<file path="src/rtl/parking_pkg.sv">
// Shared types and constants for the parking gate request front-end.
package parking_pkg;

    localparam int PLATE_W = 16;

    localparam logic MODE_IN  = 1'b1;
    localparam logic MODE_OUT = 1'b0;

    localparam logic [1:0] ST_IDLE      = 2'd0;
    localparam logic [1:0] ST_ISSUE     = 2'd1;
    localparam logic [1:0] ST_WAIT_BUSY = 2'd2;
    localparam logic [1:0] ST_WAIT_IDLE = 2'd3;

    typedef struct packed {
        logic               mode;
        logic [PLATE_W-1:0] plate;
    } gate_req_t;

    // A plate is four BCD digits and may not be all zeros.
    function automatic logic is_bcd_plate(input logic [PLATE_W-1:0] plate);
        logic ok;
        ok = (plate != '0);
        for (int i = 0; i < PLATE_W / 4; i++) begin
            if (plate[i*4 +: 4] > 4'd9) ok = 1'b0;
        end
        return ok;
    endfunction

endpackage

</file>
<file path="src/rtl/parking_gate_queue_if.sv">
// Gate-side request and core-side command signals of parking_gate_queue.
interface parking_gate_queue_if #(parameter int DEPTH = 4);
    import parking_pkg::*;

    localparam int CNT_W = $clog2(DEPTH) + 1;

    logic [PLATE_W-1:0] req_plate;
    logic               req_in;
    logic               req_out;
    logic               core_busy;
    logic [PLATE_W-1:0] license_plate;
    logic               in_mode;
    logic               out_mode;
    logic               req_ack;
    logic               req_drop;
    logic               core_reject;
    logic [CNT_W-1:0]   count;
    logic               queue_full;
    logic               queue_empty;

    modport master (
        output req_plate, req_in, req_out, core_busy,
        input  license_plate, in_mode, out_mode, req_ack, req_drop,
               core_reject, count, queue_full, queue_empty
    );

    modport slave (
        input  req_plate, req_in, req_out, core_busy,
        output license_plate, in_mode, out_mode, req_ack, req_drop,
               core_reject, count, queue_full, queue_empty
    );

endinterface

</file>
<file path="src/rtl/gate_fifo.sv">
// Synchronous FIFO with registered count/full/empty; head is read combinationally.
module gate_fifo #(
    parameter int DEPTH = 4,
    parameter int WIDTH = 17
) (
    input  logic                   clock,
    input  logic                   reset,
    input  logic                   push,
    input  logic [WIDTH-1:0]       push_data,
    input  logic                   pop,
    output logic [WIDTH-1:0]       head,
    output logic [$clog2(DEPTH):0] count,
    output logic                   full,
    output logic                   empty
);

    localparam int AW = $clog2(DEPTH);
    localparam int CW = AW + 1;

    logic [WIDTH-1:0] mem [DEPTH];
    logic [AW-1:0]    wr_ptr;
    logic [AW-1:0]    rd_ptr;
    logic [CW-1:0]    count_next;
    logic             push_ok;
    logic             pop_ok;

    // A push while full is refused even if a pop frees a slot in the same cycle.
    assign push_ok = push && !full;
    assign pop_ok  = pop && !empty;
    assign head    = mem[rd_ptr];

    // NOTE: every variable assigned in always_comb gets a default first, so no latch is inferred.
    always_comb begin
        count_next = count;
        case ({push_ok, pop_ok})
            2'b10:   count_next = count + CW'(1);
            2'b01:   count_next = count - CW'(1);
            default: count_next = count;
        endcase
    end

    // NOTE: state registers use non-blocking assignments so every flop samples pre-edge values.
    always_ff @(posedge clock) begin
        if (!reset) begin
            wr_ptr <= '0;
            rd_ptr <= '0;
            count  <= '0;
            full   <= 1'b0;
            empty  <= 1'b1;
        end else begin
            if (push_ok) wr_ptr <= wr_ptr + AW'(1);
            if (pop_ok)  rd_ptr <= rd_ptr + AW'(1);
            count <= count_next;
            full  <= (count_next == CW'(DEPTH));
            empty <= (count_next == '0);
        end
    end

    // NOTE: storage is not reset; the pointers and count alone define which entries are live.
    always_ff @(posedge clock) begin
        if (push_ok) mem[wr_ptr] <= push_data;
    end

endmodule

</file>
<file path="src/rtl/parking_gate_queue.sv">
// Validates gate requests, queues them, and replays them to the core one at a time.
module parking_gate_queue
    import parking_pkg::*;
#(
    parameter int DEPTH = 4,
    parameter int GUARD = 8
) (
    input  logic                 clock,
    input  logic                 reset,
    parking_gate_queue_if.slave  gate
);

    localparam int GW = (GUARD > 1) ? $clog2(GUARD) : 1;

    logic [1:0]             state;
    logic [GW-1:0]          guard_cnt;
    logic                   strobe;
    logic                   valid_req;
    logic                   push;
    logic                   pop;
    gate_req_t              push_req;
    gate_req_t              head_req;
    logic [$bits(gate_req_t)-1:0] fifo_head;
    logic [$clog2(DEPTH):0] fifo_count;
    logic                   fifo_full;
    logic                   fifo_empty;

    logic [PLATE_W-1:0]     plate_q;
    logic                   in_mode_q;
    logic                   out_mode_q;
    logic                   ack_q;
    logic                   drop_q;
    logic                   reject_q;

    assign strobe         = gate.req_in | gate.req_out;
    assign valid_req      = (gate.req_in ^ gate.req_out) && is_bcd_plate(gate.req_plate);
    assign push           = valid_req && !fifo_full;
    assign push_req.mode  = gate.req_in ? MODE_IN : MODE_OUT;
    assign push_req.plate = gate.req_plate;
    assign head_req       = gate_req_t'(fifo_head);

    // The head leaves the FIFO on the same edge that enters ISSUE.
    assign pop = (state == ST_IDLE) && !fifo_empty && !gate.core_busy;

    gate_fifo #(
        .DEPTH (DEPTH),
        .WIDTH ($bits(gate_req_t))
    ) u_fifo (
        .clock     (clock),
        .reset     (reset),
        .push      (push),
        .push_data (push_req),
        .pop       (pop),
        .head      (fifo_head),
        .count     (fifo_count),
        .full      (fifo_full),
        .empty     (fifo_empty)
    );

    always_ff @(posedge clock) begin
        if (!reset) begin
            ack_q  <= 1'b0;
            drop_q <= 1'b0;
        end else begin
            ack_q  <= push;
            drop_q <= strobe && !push;
        end
    end

    always_ff @(posedge clock) begin
        if (!reset) begin
            state      <= ST_IDLE;
            guard_cnt  <= '0;
            plate_q    <= '0;
            in_mode_q  <= 1'b0;
            out_mode_q <= 1'b0;
            reject_q   <= 1'b0;
        end else begin
            plate_q    <= '0;
            in_mode_q  <= 1'b0;
            out_mode_q <= 1'b0;
            reject_q   <= 1'b0;
            case (state)
                ST_IDLE: begin
                    if (pop) begin
                        state      <= ST_ISSUE;
                        plate_q    <= head_req.plate;
                        in_mode_q  <= (head_req.mode == MODE_IN);
                        out_mode_q <= (head_req.mode == MODE_OUT);
                    end
                end
                ST_ISSUE: begin
                    state     <= ST_WAIT_BUSY;
                    guard_cnt <= '0;
                end
                ST_WAIT_BUSY: begin
                    if (gate.core_busy) begin
                        state <= ST_WAIT_IDLE;
                    end else if (guard_cnt == GW'(GUARD - 1)) begin
                        reject_q <= 1'b1;
                        state    <= ST_IDLE;
                    end else begin
                        guard_cnt <= guard_cnt + GW'(1);
                    end
                end
                ST_WAIT_IDLE: begin
                    if (!gate.core_busy) state <= ST_IDLE;
                end
                default: state <= ST_IDLE;
            endcase
        end
    end

    assign gate.license_plate = plate_q;
    assign gate.in_mode       = in_mode_q;
    assign gate.out_mode      = out_mode_q;
    assign gate.req_ack       = ack_q;
    assign gate.req_drop      = drop_q;
    assign gate.core_reject   = reject_q;
    assign gate.count         = fifo_count;
    assign gate.queue_full    = fifo_full;
    assign gate.queue_empty   = fifo_empty;

endmodule

</file>
<file path="src/flat_wrapper.sv">
// flat-port wrapper written by rule: the top's interface ports become plain ports
module parking_gate_queue_flat import parking_pkg::*;
#(
    parameter int DEPTH = 4,
    parameter int GUARD = 8
)
  (clock, reset, gate_req_plate, gate_req_in, gate_req_out, gate_core_busy, gate_license_plate, gate_in_mode, gate_out_mode, gate_req_ack, gate_req_drop, gate_core_reject, gate_count, gate_queue_full, gate_queue_empty);
  parking_gate_queue_if #(.DEPTH(DEPTH)) gate_i ();
  input  logic clock;
  input  logic reset;
  input wire logic [$bits(gate_i.req_plate)-1:0] gate_req_plate;
  input wire logic [$bits(gate_i.req_in)-1:0] gate_req_in;
  input wire logic [$bits(gate_i.req_out)-1:0] gate_req_out;
  input wire logic [$bits(gate_i.core_busy)-1:0] gate_core_busy;
  output wire logic [$bits(gate_i.license_plate)-1:0] gate_license_plate;
  output wire logic [$bits(gate_i.in_mode)-1:0] gate_in_mode;
  output wire logic [$bits(gate_i.out_mode)-1:0] gate_out_mode;
  output wire logic [$bits(gate_i.req_ack)-1:0] gate_req_ack;
  output wire logic [$bits(gate_i.req_drop)-1:0] gate_req_drop;
  output wire logic [$bits(gate_i.core_reject)-1:0] gate_core_reject;
  output wire logic [$bits(gate_i.count)-1:0] gate_count;
  output wire logic [$bits(gate_i.queue_full)-1:0] gate_queue_full;
  output wire logic [$bits(gate_i.queue_empty)-1:0] gate_queue_empty;
  assign gate_i.req_plate = gate_req_plate;
  assign gate_i.req_in = gate_req_in;
  assign gate_i.req_out = gate_req_out;
  assign gate_i.core_busy = gate_core_busy;
  assign gate_license_plate = gate_i.license_plate;
  assign gate_in_mode = gate_i.in_mode;
  assign gate_out_mode = gate_i.out_mode;
  assign gate_req_ack = gate_i.req_ack;
  assign gate_req_drop = gate_i.req_drop;
  assign gate_core_reject = gate_i.core_reject;
  assign gate_count = gate_i.count;
  assign gate_queue_full = gate_i.queue_full;
  assign gate_queue_empty = gate_i.queue_empty;
  parking_gate_queue #(.DEPTH(DEPTH), .GUARD(GUARD)) u_core (.clock(clock), .reset(reset), .gate(gate_i));
endmodule
</file>
<file path="config.mk">
export PLATFORM = sky130hd
export DESIGN_NAME = parking_gate_queue_flat
export DESIGN_NICKNAME = d
export VERILOG_FILES = /design/src/rtl/parking_pkg.sv /design/src/rtl/parking_gate_queue_if.sv /design/src/rtl/gate_fifo.sv /design/src/rtl/parking_gate_queue.sv /design/src/flat_wrapper.sv
export SDC_FILE = /design/constraint.sdc
export NUM_CORES = 1
export LEC_CHECK = 0
export ABC_AREA = 1
export CORE_ASPECT_RATIO = 1.75
export CORE_MARGIN = 1
export CORE_UTILIZATION = 31
export CTS_BUF_LIST = sky130_fd_sc_hd__clkbuf_8
export DETAILED_ROUTE_END_ITERATION = 10
export PLACE_DENSITY = 0.5
export SLEW_MARGIN = 20
export SYNTH_ARGS = -nofsm -noshare
export SYNTH_HDL_FRONTEND = slang
export SYNTH_SLANG_ARGS = --single-unit
</file>
<file path="constraint.sdc">
create_clock -name clock -period 3.35 [get_ports clock]
set_clock_uncertainty 0.2 [all_clocks]
set_input_delay 0.67 -clock clock [delete_from_list [all_inputs] [get_ports clock]]
set_output_delay 0.67 -clock clock [all_outputs]
set_load 0.05 [all_outputs]
</file>
==> results.yml, run 1 <==
place:
  numPortBuffers: 46
  postPlaceCellArea_mm2: 0.00468
  gp_routability_congestion: 0.661
  placed_cells: 557
  hpwl_mm: 5.42
power:
  clockPowerShare: 0.321
  intPower_uw: 1940
  seqPwrFrac: 0.548
  combPwrFrac: 0.131
  peakVddDrop_uv: 224
  switchingPower_uw: 681
  swShare: 0.260
  p_per_area_mw_per_mm2: 534
  leakage_uw: 0.00176
layout:
  final_cell_count_no_fill: 573
  area_growth_pct: 23.5
  stdcell_area_mm2: 0.00490
  fin_util: 0.392
  fillers: 1197
  n_antenna_cell: 0
  layout-drive-gt1-share: 0.123
  seqCellArea_mm2: 0.00278
  final_nets: 430
  multiInputGateArea_mm2: 0.00105
status:
  outcome: "complete, no violations"
drt:
  drtPass1Iterations: 4
  routed.top_layer: "met4"
  wl_met1_mm: 3.49
  initialDrtViolationCount: 204
  wl_met3_um: 275
  finalWirelength_mm: 8.22
  ant_nets: 0
  via_per_inst: 4.49
  route.met2.wl_mm: 4.32
  num_vias: 2575
  drcViolationCount: 0
  wl_per_cell_um: 14.4
synth:
  yosys.area.top_type: "edfxtp_1"
  synthCells: 339
  synth_warnings: 0
  ys_types: 28
  synth_seq_cells: 105
  yosys-top-cells-area: "edfxtp_1 52%, dfxtp_1 19%, nor2_1 8.5%"
  syn_avg_cell_area_um2: 11.7
  syn_nets: 369
  synth_top_area_share: 0.515
  ys_seq_area_frac: 0.702
  synth_area_mm2: 0.00396
run:
  cap_violations: 0
global_route:
  grt_pass1_vias: 2595
  grt_usage: 0.134
  grt.overflow.total: 0
  grt_max_degree: 36
  antenna_found_initial: 0
  grt_first_pass_wirelength_mm: 12.8
critical_path:
  ff2ff_setup_slack_ns: 1.19
  critical_path_class: "input port to register"
  start_kind: "input port"
  r2r_start: "u_core.u_fifo.full$_SDFF_PN0_"
  reg2reg_depth: 12
  r2r_end: "u_core.u_fifo.full$_SDFF_PN0_"
  crit_arrival_ns: 3.05
  worst_setup_path_end_kind: "register"
  crit_path_max_fanout: 6
  worst_ep_required_time_ns: 3.46
floorplanning:
  fp.dieW_um: 87.5
  die_h_um: 152
  num_rows: 54
  dieArea_mm2: 0.0133
  coreArea_mm2: 0.0125
  ioPinCount: 47
  floorplan.initialDensity: 0.317
clock_tree:
  worstSkewPairLatency_ns: 0.37
  cts_root_buf: "clkbuf_8"
  cts_buffers: 9
  htreeDepth: 3
  cts_setup_buffers: 0
  cts_resized: 0
  clockBufferDepth: 2
  ctsHoldBuffers: 0
  path_clk_slew_ns: 0.09
  cts_tree: "yes"
  cts_sinks: 105
sta:
  finalHoldViolations: 0
  fin_crit_sh: 0.878
  tns_ns: 0
  setup-violations-final: 0
  max_freq_mhz: 340
  drv_slew: 0
  finalCriticalPeriod_ns: 2.94
  slew_headroom: 0.621
  grt_setup_unrepaired: "false"
  tightestPinTransition_ns: 0.567
worst_hold_path:
  hold_path.class: "register to register"
  hold-path-cell-count: 2
  hold_start: "u_core.guard_cnt[2]$_SDFFE_PN0P_"
  hold_end: "u_core.guard_cnt[2]$_SDFFE_PN0P_"
state kept, by name (all words and copies together) (netlist names), named ones only:
register / cells
u_core.gate.license_plate: 16
u_core.u_fifo.empty: 1
u_core.u_fifo.mem: 68
u_core.gate.core_reject: 1
u_core.guard_cnt: 3
u_core.gate.req_ack: 1
u_core.gate.out_mode: 1
u_core.u_fifo.count: 3
u_core.u_fifo.rd_ptr: 2
u_core.gate.in_mode: 1
u_core.u_fifo.full: 1
u_core.state: 2
u_core.gate.req_drop: 1
u_core.u_fifo.wr_ptr: 2
layout make-up:
class,count,share of cell area
timing repair buffer,62,0.119
sequential,105,0.568
clock buffer,12,0.0337
inverter,17,0.0130
clock inverter,4,0.00996
multi-input combinational,205,0.214
tap,168,0.0429
how the worst max path moves through the flow:
stage                       startpoint                            end  slack [ns]
floorplan                 gate_req_out  u_core.u_fifo.full$_SDFF_PN0_        0.64
global placement     gate_req_plate[6]  u_core.u_fifo.full$_SDFF_PN0_        0.09
detailed placement  gate_req_plate[10]  u_core.u_fifo.full$_SDFF_PN0_        0.02
CTS                 gate_req_plate[10]  u_core.u_fifo.full$_SDFF_PN0_        0.41
global route        gate_req_plate[10]  u_core.u_fifo.full$_SDFF_PN0_        0.15
finish              gate_req_plate[10]  u_core.u_fifo.full$_SDFF_PN0_        0.41
critical path: stages:
cell and delay, ns:
clkdlybuf4s50_1 0.51, o21ai_0 0.29, nand3_1 0.15, nor2_2 0.13, nand2_2 0.06, ha_1 0.22
fa_1 0.39, nor2_1 0.11, nor2_1 0.04, nand2_1 0.06, xor2_1 0.20, nand2_1 0.09
nor2_1 0.10
routing by layer:
metal	vias up	global-route usage
met5	-	0
met4	0	0.0615
met3	11	0.0276
met2	48	0.243
met1	1245	0.146
li1	1271	-
logic make-up (layout without fill, tap and decap cells):
group | after synthesis | in the layout | share of synthesized area
flops | 105 | 105 | 0.702
simple gates | 127 | 127 | 0.134
mux | 1 | 1 | 0.00253
compound gates | 65 | 65 | 0.0906
xor+xnor | 3 | 3 | 0.00663
fa+ha+maj | 9 | 9 | 0.0303
buf+inv | 29 | 95 | 0.0341
synth_stat cells (all sizes together):
cell type and n:
buf 10, nand4 2, nand2 23, nor2 95, o21ai 42, dfxtp 37
a21oi 21, o22ai 1, edfxtp 68, fa 1, clkbuf 2, ha 8
xor2 3, mux2i 1, inv 17, nor3 2, o31ai 1, nand3 4
and3 1
power groups by stage:
stage                     Combinational, uW  Clock, uW  Sequential (uW)
final                                   342        840             1430
after global routing                    375        906             1440
after CTS                               347        854             1440
after detailed placement                346          0             1460
after global placement                  343          0             1460
after floorplan                         159          0             1530
cells in the final DEF (no fill, tap or decap):
master	instances
edfxtp_1	68
mux2i_1	1
nor2_1	90
nor2_8	1
a21oi_1	13
inv_6	1
ha_1	8
nand3_1	4
clkbuf_8	12
buf_4	16
bufinv_16	1
o21ai_0	4
inv_1	15
nor3_1	2
nand2_4	1
nand2_2	2
o22ai_1	1
and3_1	1
o21ai_1	38
a21oi_2	8
nand4_1	2
dfxtp_1	37
xor2_1	3
inv_2	3
nor2_2	4
o31ai_1	1
clkdlybuf4s50_1	46
inv_4	1
nand2_1	20
fa_1	1
per-stage QoR:
step	hold slack, ns	setup slack [ns]	total power, uW
after global routing	0.295	0.145	2720
after CTS	0.272	0.405	2640
after floorplan	0.236	0.637	1690
final	0.270	0.408	2620
after detailed placement	0.257	0.0209	1810
after global placement	0.254	0.0922	1810
(Power assumes the default switching activity.)
==> inputs of run 2 (changes only) <==
clock period = 2.8 ns   (was 3.35 ns; I/O delays follow)
==> run 2 against run 1 <==
Combinational power rose by 25%. Register-to-register slack got worse by 0.42 ns. Non-clock buffer count rose by 10. First-iteration DRC count fell by 34%. Hold slack improved by 0.0025 ns. Utilization rose by 0.83 points. Critical endpoint unchanged. Clock power rose by 14%. Worst setup slack got worse by 0.25 ns. Largest cell class unchanged. Sequential share of layout area fell by 1.2 points.
==> results.yml, run 2 (synthesis gave the netlist of run 1 again) <==
layout:
  mostFrequentLayoutCell: "nor2_1"
  final_nets: 440
  layout-drive-gt1-share: 0.161
  regMostFlops: "u_core.u_fifo.mem"
  n_antenna_cell: 0
  largest_reg_flops: 68
  most-common-layout-cells: "89 x nor2_1, 68 x edfxtp_1, 43 x clkdlybuf4s50_1"
  area_growth_pct: 26.2
critical_path:
  crit_arrival_ns: 2.75
  r2r_start: "u_core.u_fifo.full$_SDFF_PN0_"
  start_kind: "input port"
  reg2reg_depth: 12
  ff2ff_setup_slack_ns: 0.77
  path_cells: "clkdlybuf4s50_1 -> o21ai_1 -> nand3_1 -> nor2_2 -> nand2_2 -> ha_1 -> fa_2 -> nor2_1 -> nor2_1 -> nand2_1 -> xor2_1 -> nand2_1 -> nor2_1"
  crit_buf_inv: 1
  worst_setup_path_end_kind: "register"
  crit_family: "simple AND/OR/NAND/NOR gates"
  cp.depth: 13
  crit_path_max_fanout: 3
  cp-startpoint: "gate_req_plate[14]"
  crit_top_cell: "nor2_1"
  critical_path_class: "input port to register"
  worst_ep_required_time_ns: 2.91
  crit_slowest_cell: "clkdlybuf4s50_1"
  r2r_end: "u_core.u_fifo.full$_SDFF_PN0_"
  slowest_delay_ns: 0.47
  crit_path_end: "u_core.u_fifo.full$_SDFF_PN0_"
global_route:
  grt_first_pass_wirelength_mm: 13.2
  grt_pass1_vias: 2548
  grt_usage: 0.140
  antenna_found_initial: 0
  grt_max_degree: 35
  grt.overflow.total: 0
sta:
  slew_headroom: 0.580
  drv_slew: 0
  fin_crit_sh: 0.943
  setup_ws_ns: 0.159
  tns_ns: 0
  finalHoldViolations: 0
  grt_setup_unrepaired: "false"
  max_freq_mhz: 379
  finalCriticalPeriod_ns: 2.64
  tightestPinTransition_ns: 0.629
  setup-violations-final: 0
  whs_ns: 0.273
drt:
  wl_per_cell_um: 14.8
  finalWirelength_mm: 8.63
  via_per_inst: 4.46
  initialDrtViolationCount: 134
  drtPass1Iterations: 4
  drcViolationCount: 0
  num_vias: 2601
  ant_nets: 0
run:
  cap_violations: 0
power:
  p_per_area_mw_per_mm2: 620
  power_uw: 3100
  peakVddDrop_uv: 288
  combPwrFrac: 0.138
  swShare: 0.264
  clockPowerShare: 0.308
  intPower_uw: 2280
  switchingPower_uw: 820
  seqPwrFrac: 0.553
  leakage_uw: 0.00184
place:
  gp_routability_congestion: 0.694
  hpwl_mm: 5.44
  place_ws_ns: -0.448
  numPortBuffers: 46
clock_tree:
  clockBufferDepth: 2
  htreeDepth: 3
  cts_buffers: 9
  cts_sinks: 105
  ctsHoldBuffers: 0
  cts_root_buf: "clkbuf_8"
  path_clk_slew_ns: 0.09
  worstSkewPairLatency_ns: 0.37
  cts_tree: "yes"
floorplanning:
  coreArea_mm2: 0.0125
  ioPinCount: 47
  num_rows: 54
  floorplan.initialDensity: 0.317
  dieArea_mm2: 0.0133
  fp.dieW_um: 87.5
  die_h_um: 152
worst_hold_path:
  hold_path.class: "register to register"
status:
  outcome: "complete, no violations"
[run 2: cell count changes in the layout (fill, tap and decap cells not counted), moves of 2 or more]
cell and change:
dlymetal6s2s_1 +3, clkinv_2 +2, o21ai_2 +3, clkinv_4 +2, clkdlybuf4s50_1 -3, buf_4 +9, o21ai_0 -2, clkbuf_8 -2
[run 2: worst min-delay path, cell delays in order (launching register included)]
cell and delay [ns]:
dfxtp_1 0.32, nand2_1 0.06, a21oi_1 0.05
[run 2: stage by stage]
step | instance area [um^2] | utilization | instances
2_1_floorplan | 3960 | - | 339
6_report | 5000 | 0.400 | 583
3_5_place_dp | 4770 | 0.382 | 567
4_1_cts | 4970 | 0.398 | 583
3_3_place_gp | 4770 | 0.382 | 567
5_1_grt | 5000 | 0.400 | 583
[run 2: final cells by class]
| type | count | area (um^2) |
|---|---|---|
| fillers | 1215 | 7500 |
| flip-flops and latches | 105 | 2780 |
| repair buffers | 72 | 676 |
| clock inverters | 6 | 66.3 |
| inverters | 17 | 63.8 |
| clock buffers | 10 | 138 |
| well taps | 168 | 210 |
| multi-input cells | 205 | 1060 |
[run 2: what timing repair did]
item | 4_1_cts | 5_1_grt
endpoints found under the setup margin | 3 | 3
buffers inserted | 0 | 0
gates resized for setup | 2 | 9
pin swaps | 0 | 4
[run 2: power by group through the flow]
stage,combinational [uW],clock [uW],sequential [uW]
2_1_floorplan,190,0,1830
3_3_place_gp,426,0,1750
3_5_place_dp,431,0,1750
4_1_cts,433,983,1720
5_1_grt,467,1050,1720
6_report,428,957,1720
[run 2: how the worst min path moves through the flow]
stage / depth (start not counted) / slack (ns) / from / end
after floorplan: 1 / 0.24 / u_core.guard_cnt[0]$_SDFFE_PN0P_ / u_core.guard_cnt[0]$_SDFFE_PN0P_
final: 2 / 0.27 / u_core.guard_cnt[2]$_SDFFE_PN0P_ / u_core.guard_cnt[2]$_SDFFE_PN0P_
after detailed placement: 2 / 0.26 / u_core.guard_cnt[2]$_SDFFE_PN0P_ / u_core.guard_cnt[2]$_SDFFE_PN0P_
after CTS: 2 / 0.27 / u_core.guard_cnt[2]$_SDFFE_PN0P_ / u_core.guard_cnt[2]$_SDFFE_PN0P_
after global placement: 2 / 0.25 / u_core.guard_cnt[1]$_SDFFE_PN0P_ / u_core.guard_cnt[1]$_SDFFE_PN0P_
after global routing: 2 / 0.28 / u_core.guard_cnt[2]$_SDFFE_PN0P_ / u_core.guard_cnt[2]$_SDFFE_PN0P_
[run 2: routing by layer]
| metal | up-vias | global-route usage | share of wire |
|---|---|---|---|
| met4 | 0 | 0.0664 | 0.017 |
| met1 | 1237 | 0.146 | 0.39 |
| met2 | 54 | 0.266 | 0.56 |
| met5 | - | 0 | 0 |
| met3 | 13 | 0.0249 | 0.036 |
| li1 | 1297 | - | - |
==> inputs of run 3 (changes only) <==
CORE_MARGIN = 4   (was 1)
==> run 3 against run 2 <==
Hold slack lost 0.0046 ns. Power grew 3.7%. Combinational power grew 5.6%. Highest routed layer unchanged.
==> results.yml, run 3 (synthesis gave the netlist of run 1 again) <==
critical_path:
  crit_slowest_cell: "clkdlybuf4s50_1"
  critical_path_class: "input port to register"
  r2r_end: "u_core.u_fifo.full$_SDFF_PN0_"
  reg2reg_depth: 12
  path_cells: "clkdlybuf4s50_1 -> buf_4 -> nor2_1 -> nand2_1 -> nor2_1 -> nand2_1 -> nand2_2 -> ha_4 -> fa_2 -> nor2_2 -> nor2_1 -> nand2_1 -> xor2_1 -> nand2_1 -> nor2_1"
  worst_ep_required_time_ns: 2.90
  start_kind: "input port"
  r2r_start: "u_core.u_fifo.full$_SDFF_PN0_"
  ff2ff_setup_slack_ns: 0.77
  crit_buf_inv: 2
  slowest_delay_ns: 0.53
  worst_setup_path_end_kind: "register"
  crit_path_max_fanout: 5
  crit_arrival_ns: 2.74
  crit_family: "simple AND/OR/NAND/NOR gates"
global_route:
  grt_max_degree: 35
  grt.overflow.total: 0
  antenna_found_initial: 0
  grt_first_pass_wirelength_mm: 13.3
  grt_pass1_vias: 2545
  grt_usage: 0.122
power:
  peakVddDrop_uv: 311
  power_uw: 3220
  leakage_uw: 0.00187
  p_per_area_mw_per_mm2: 635
layout:
  area_growth_pct: 27.8
  regMostFlops: "u_core.u_fifo.mem"
  largest_reg_flops: 68
  most-common-layout-cells: "89 x nor2_1, 68 x edfxtp_1, 43 x clkdlybuf4s50_1"
  layout-drive-gt1-share: 0.167
  final_cell_count_no_fill: 588
  mostFrequentLayoutCell: "nor2_1"
  n_antenna_cell: 0
  final_nets: 445
  fin_util: 0.405
floorplanning:
  die_h_um: 158
  floorplan.initialDensity: 0.317
  dieArea_mm2: 0.0147
  coreArea_mm2: 0.0125
  num_rows: 54
  fp.dieW_um: 93.5
  ioPinCount: 47
drt:
  num_vias: 2567
  drtPass1Iterations: 4
  initialDrtViolationCount: 108
  finalWirelength_mm: 8.60
  wl_per_cell_um: 14.6
  drcViolationCount: 0
  via_per_inst: 4.37
  ant_nets: 0
sta:
  tightestPinTransition_ns: 0.615
  setup-violations-final: 0
  drv_slew: 0
  fin_crit_sh: 0.945
  finalHoldViolations: 0
  slew_headroom: 0.589
  finalCriticalPeriod_ns: 2.65
  max_freq_mhz: 378
  grt_setup_unrepaired: "false"
worst_hold_path:
  hold-path-cell-count: 2
  hold_end: "u_core.guard_cnt[2]$_SDFFE_PN0P_"
  hold_path.class: "register to register"
  hold_start: "u_core.guard_cnt[2]$_SDFFE_PN0P_"
clock_tree:
  path_clk_slew_ns: 0.10
  clockBufferDepth: 2
  htreeDepth: 3
  worstSkewPairLatency_ns: 0.36
  cts_root_buf: "clkbuf_8"
  cts_buffers: 9
  cts_setup_buffers: 0
  cts_tree: "yes"
  cts_sinks: 105
place:
  hpwl_mm: 5.65
  numPortBuffers: 46
  placed_cells: 572
  gp_routability_congestion: 0.730
run:
  cap_violations: 0
status:
  outcome: "complete, no violations"
## run 3: how the worst max path moves through the flow
| stage | from | endpoint | depth (start not counted) |
|---|---|---|---|
| finish | gate_req_plate[11] | u_core.u_fifo.full$_SDFF_PN0_ | 15 |
| global route | gate_req_plate[6] | u_core.u_fifo.full$_SDFF_PN0_ | 15 |
| CTS | gate_req_plate[2] | u_core.u_fifo.full$_SDFF_PN0_ | 13 |
| detailed placement | gate_req_plate[5] | u_core.u_fifo.full$_SDFF_PN0_ | 13 |
| global placement | gate_req_plate[5] | u_core.u_fifo.full$_SDFF_PN0_ | 13 |
| floorplan | gate_req_out | u_core.u_fifo.full$_SDFF_PN0_ | 13 |
## run 3: tightest hold or removal path, stage by stage, from the launching register on
cell and delay, ns:
dfxtp_1 0.32, nand2_1 0.06, a21oi_1 0.05
## run 3: power breakdown
part           internal, uW  switching [uW]  total, uW  leakage [uW]
Combinational           168             285        452      0.000836
Clock                   571             477       1050      0.000125
Sequential             1690            27.2       1720      0.000912
## run 3: per-layer routing
layer / global-route usage / part of all wire / vias up
met4: 0.0587 / 0.023 / 0
met5: 0 / 0 / -
met2: 0.216 / 0.53 / 50
met1: 0.136 / 0.41 / 1206
li1: - / - / 1298
met3: 0.0319 / 0.040 / 13
## run 3: timing repair
| item | 4_1_cts | 5_1_grt |
|---|---|---|
| resized for setup | 1 | 11 |
| pin swaps | 0 | 7 |
| endpoints found under the setup margin | 3 | 3 |
| hold buffers | 0 | 0 |
## run 3: final cells by class
type                       count  area, um^2
timing repair buffer          77         701
tap                          168         210
clock buffer                  12         165
fill                        1197        7430
multi-input combinational    205        1070
sequential                   105        2780
clock inverter                 4        67.6
inverter                      17        63.8
## run 3: per-stage QoR
| step | hold slack, ns | setup slack [ns] | cell area, um^2 | TNS, ns |
|---|---|---|---|---|
| after floorplan | 0.236 | 0.197 | 3960 | 0 |
| after global placement | 0.252 | -0.429 | 4800 | -3.19 |
| after detailed placement | 0.259 | -0.442 | 4800 | -1.67 |
| after CTS | 0.273 | 0.00109 | 5030 | 0 |
| after global routing | 0.302 | 0.000389 | 5060 | 0 |
| final | 0.268 | 0.153 | 5060 | 0 |
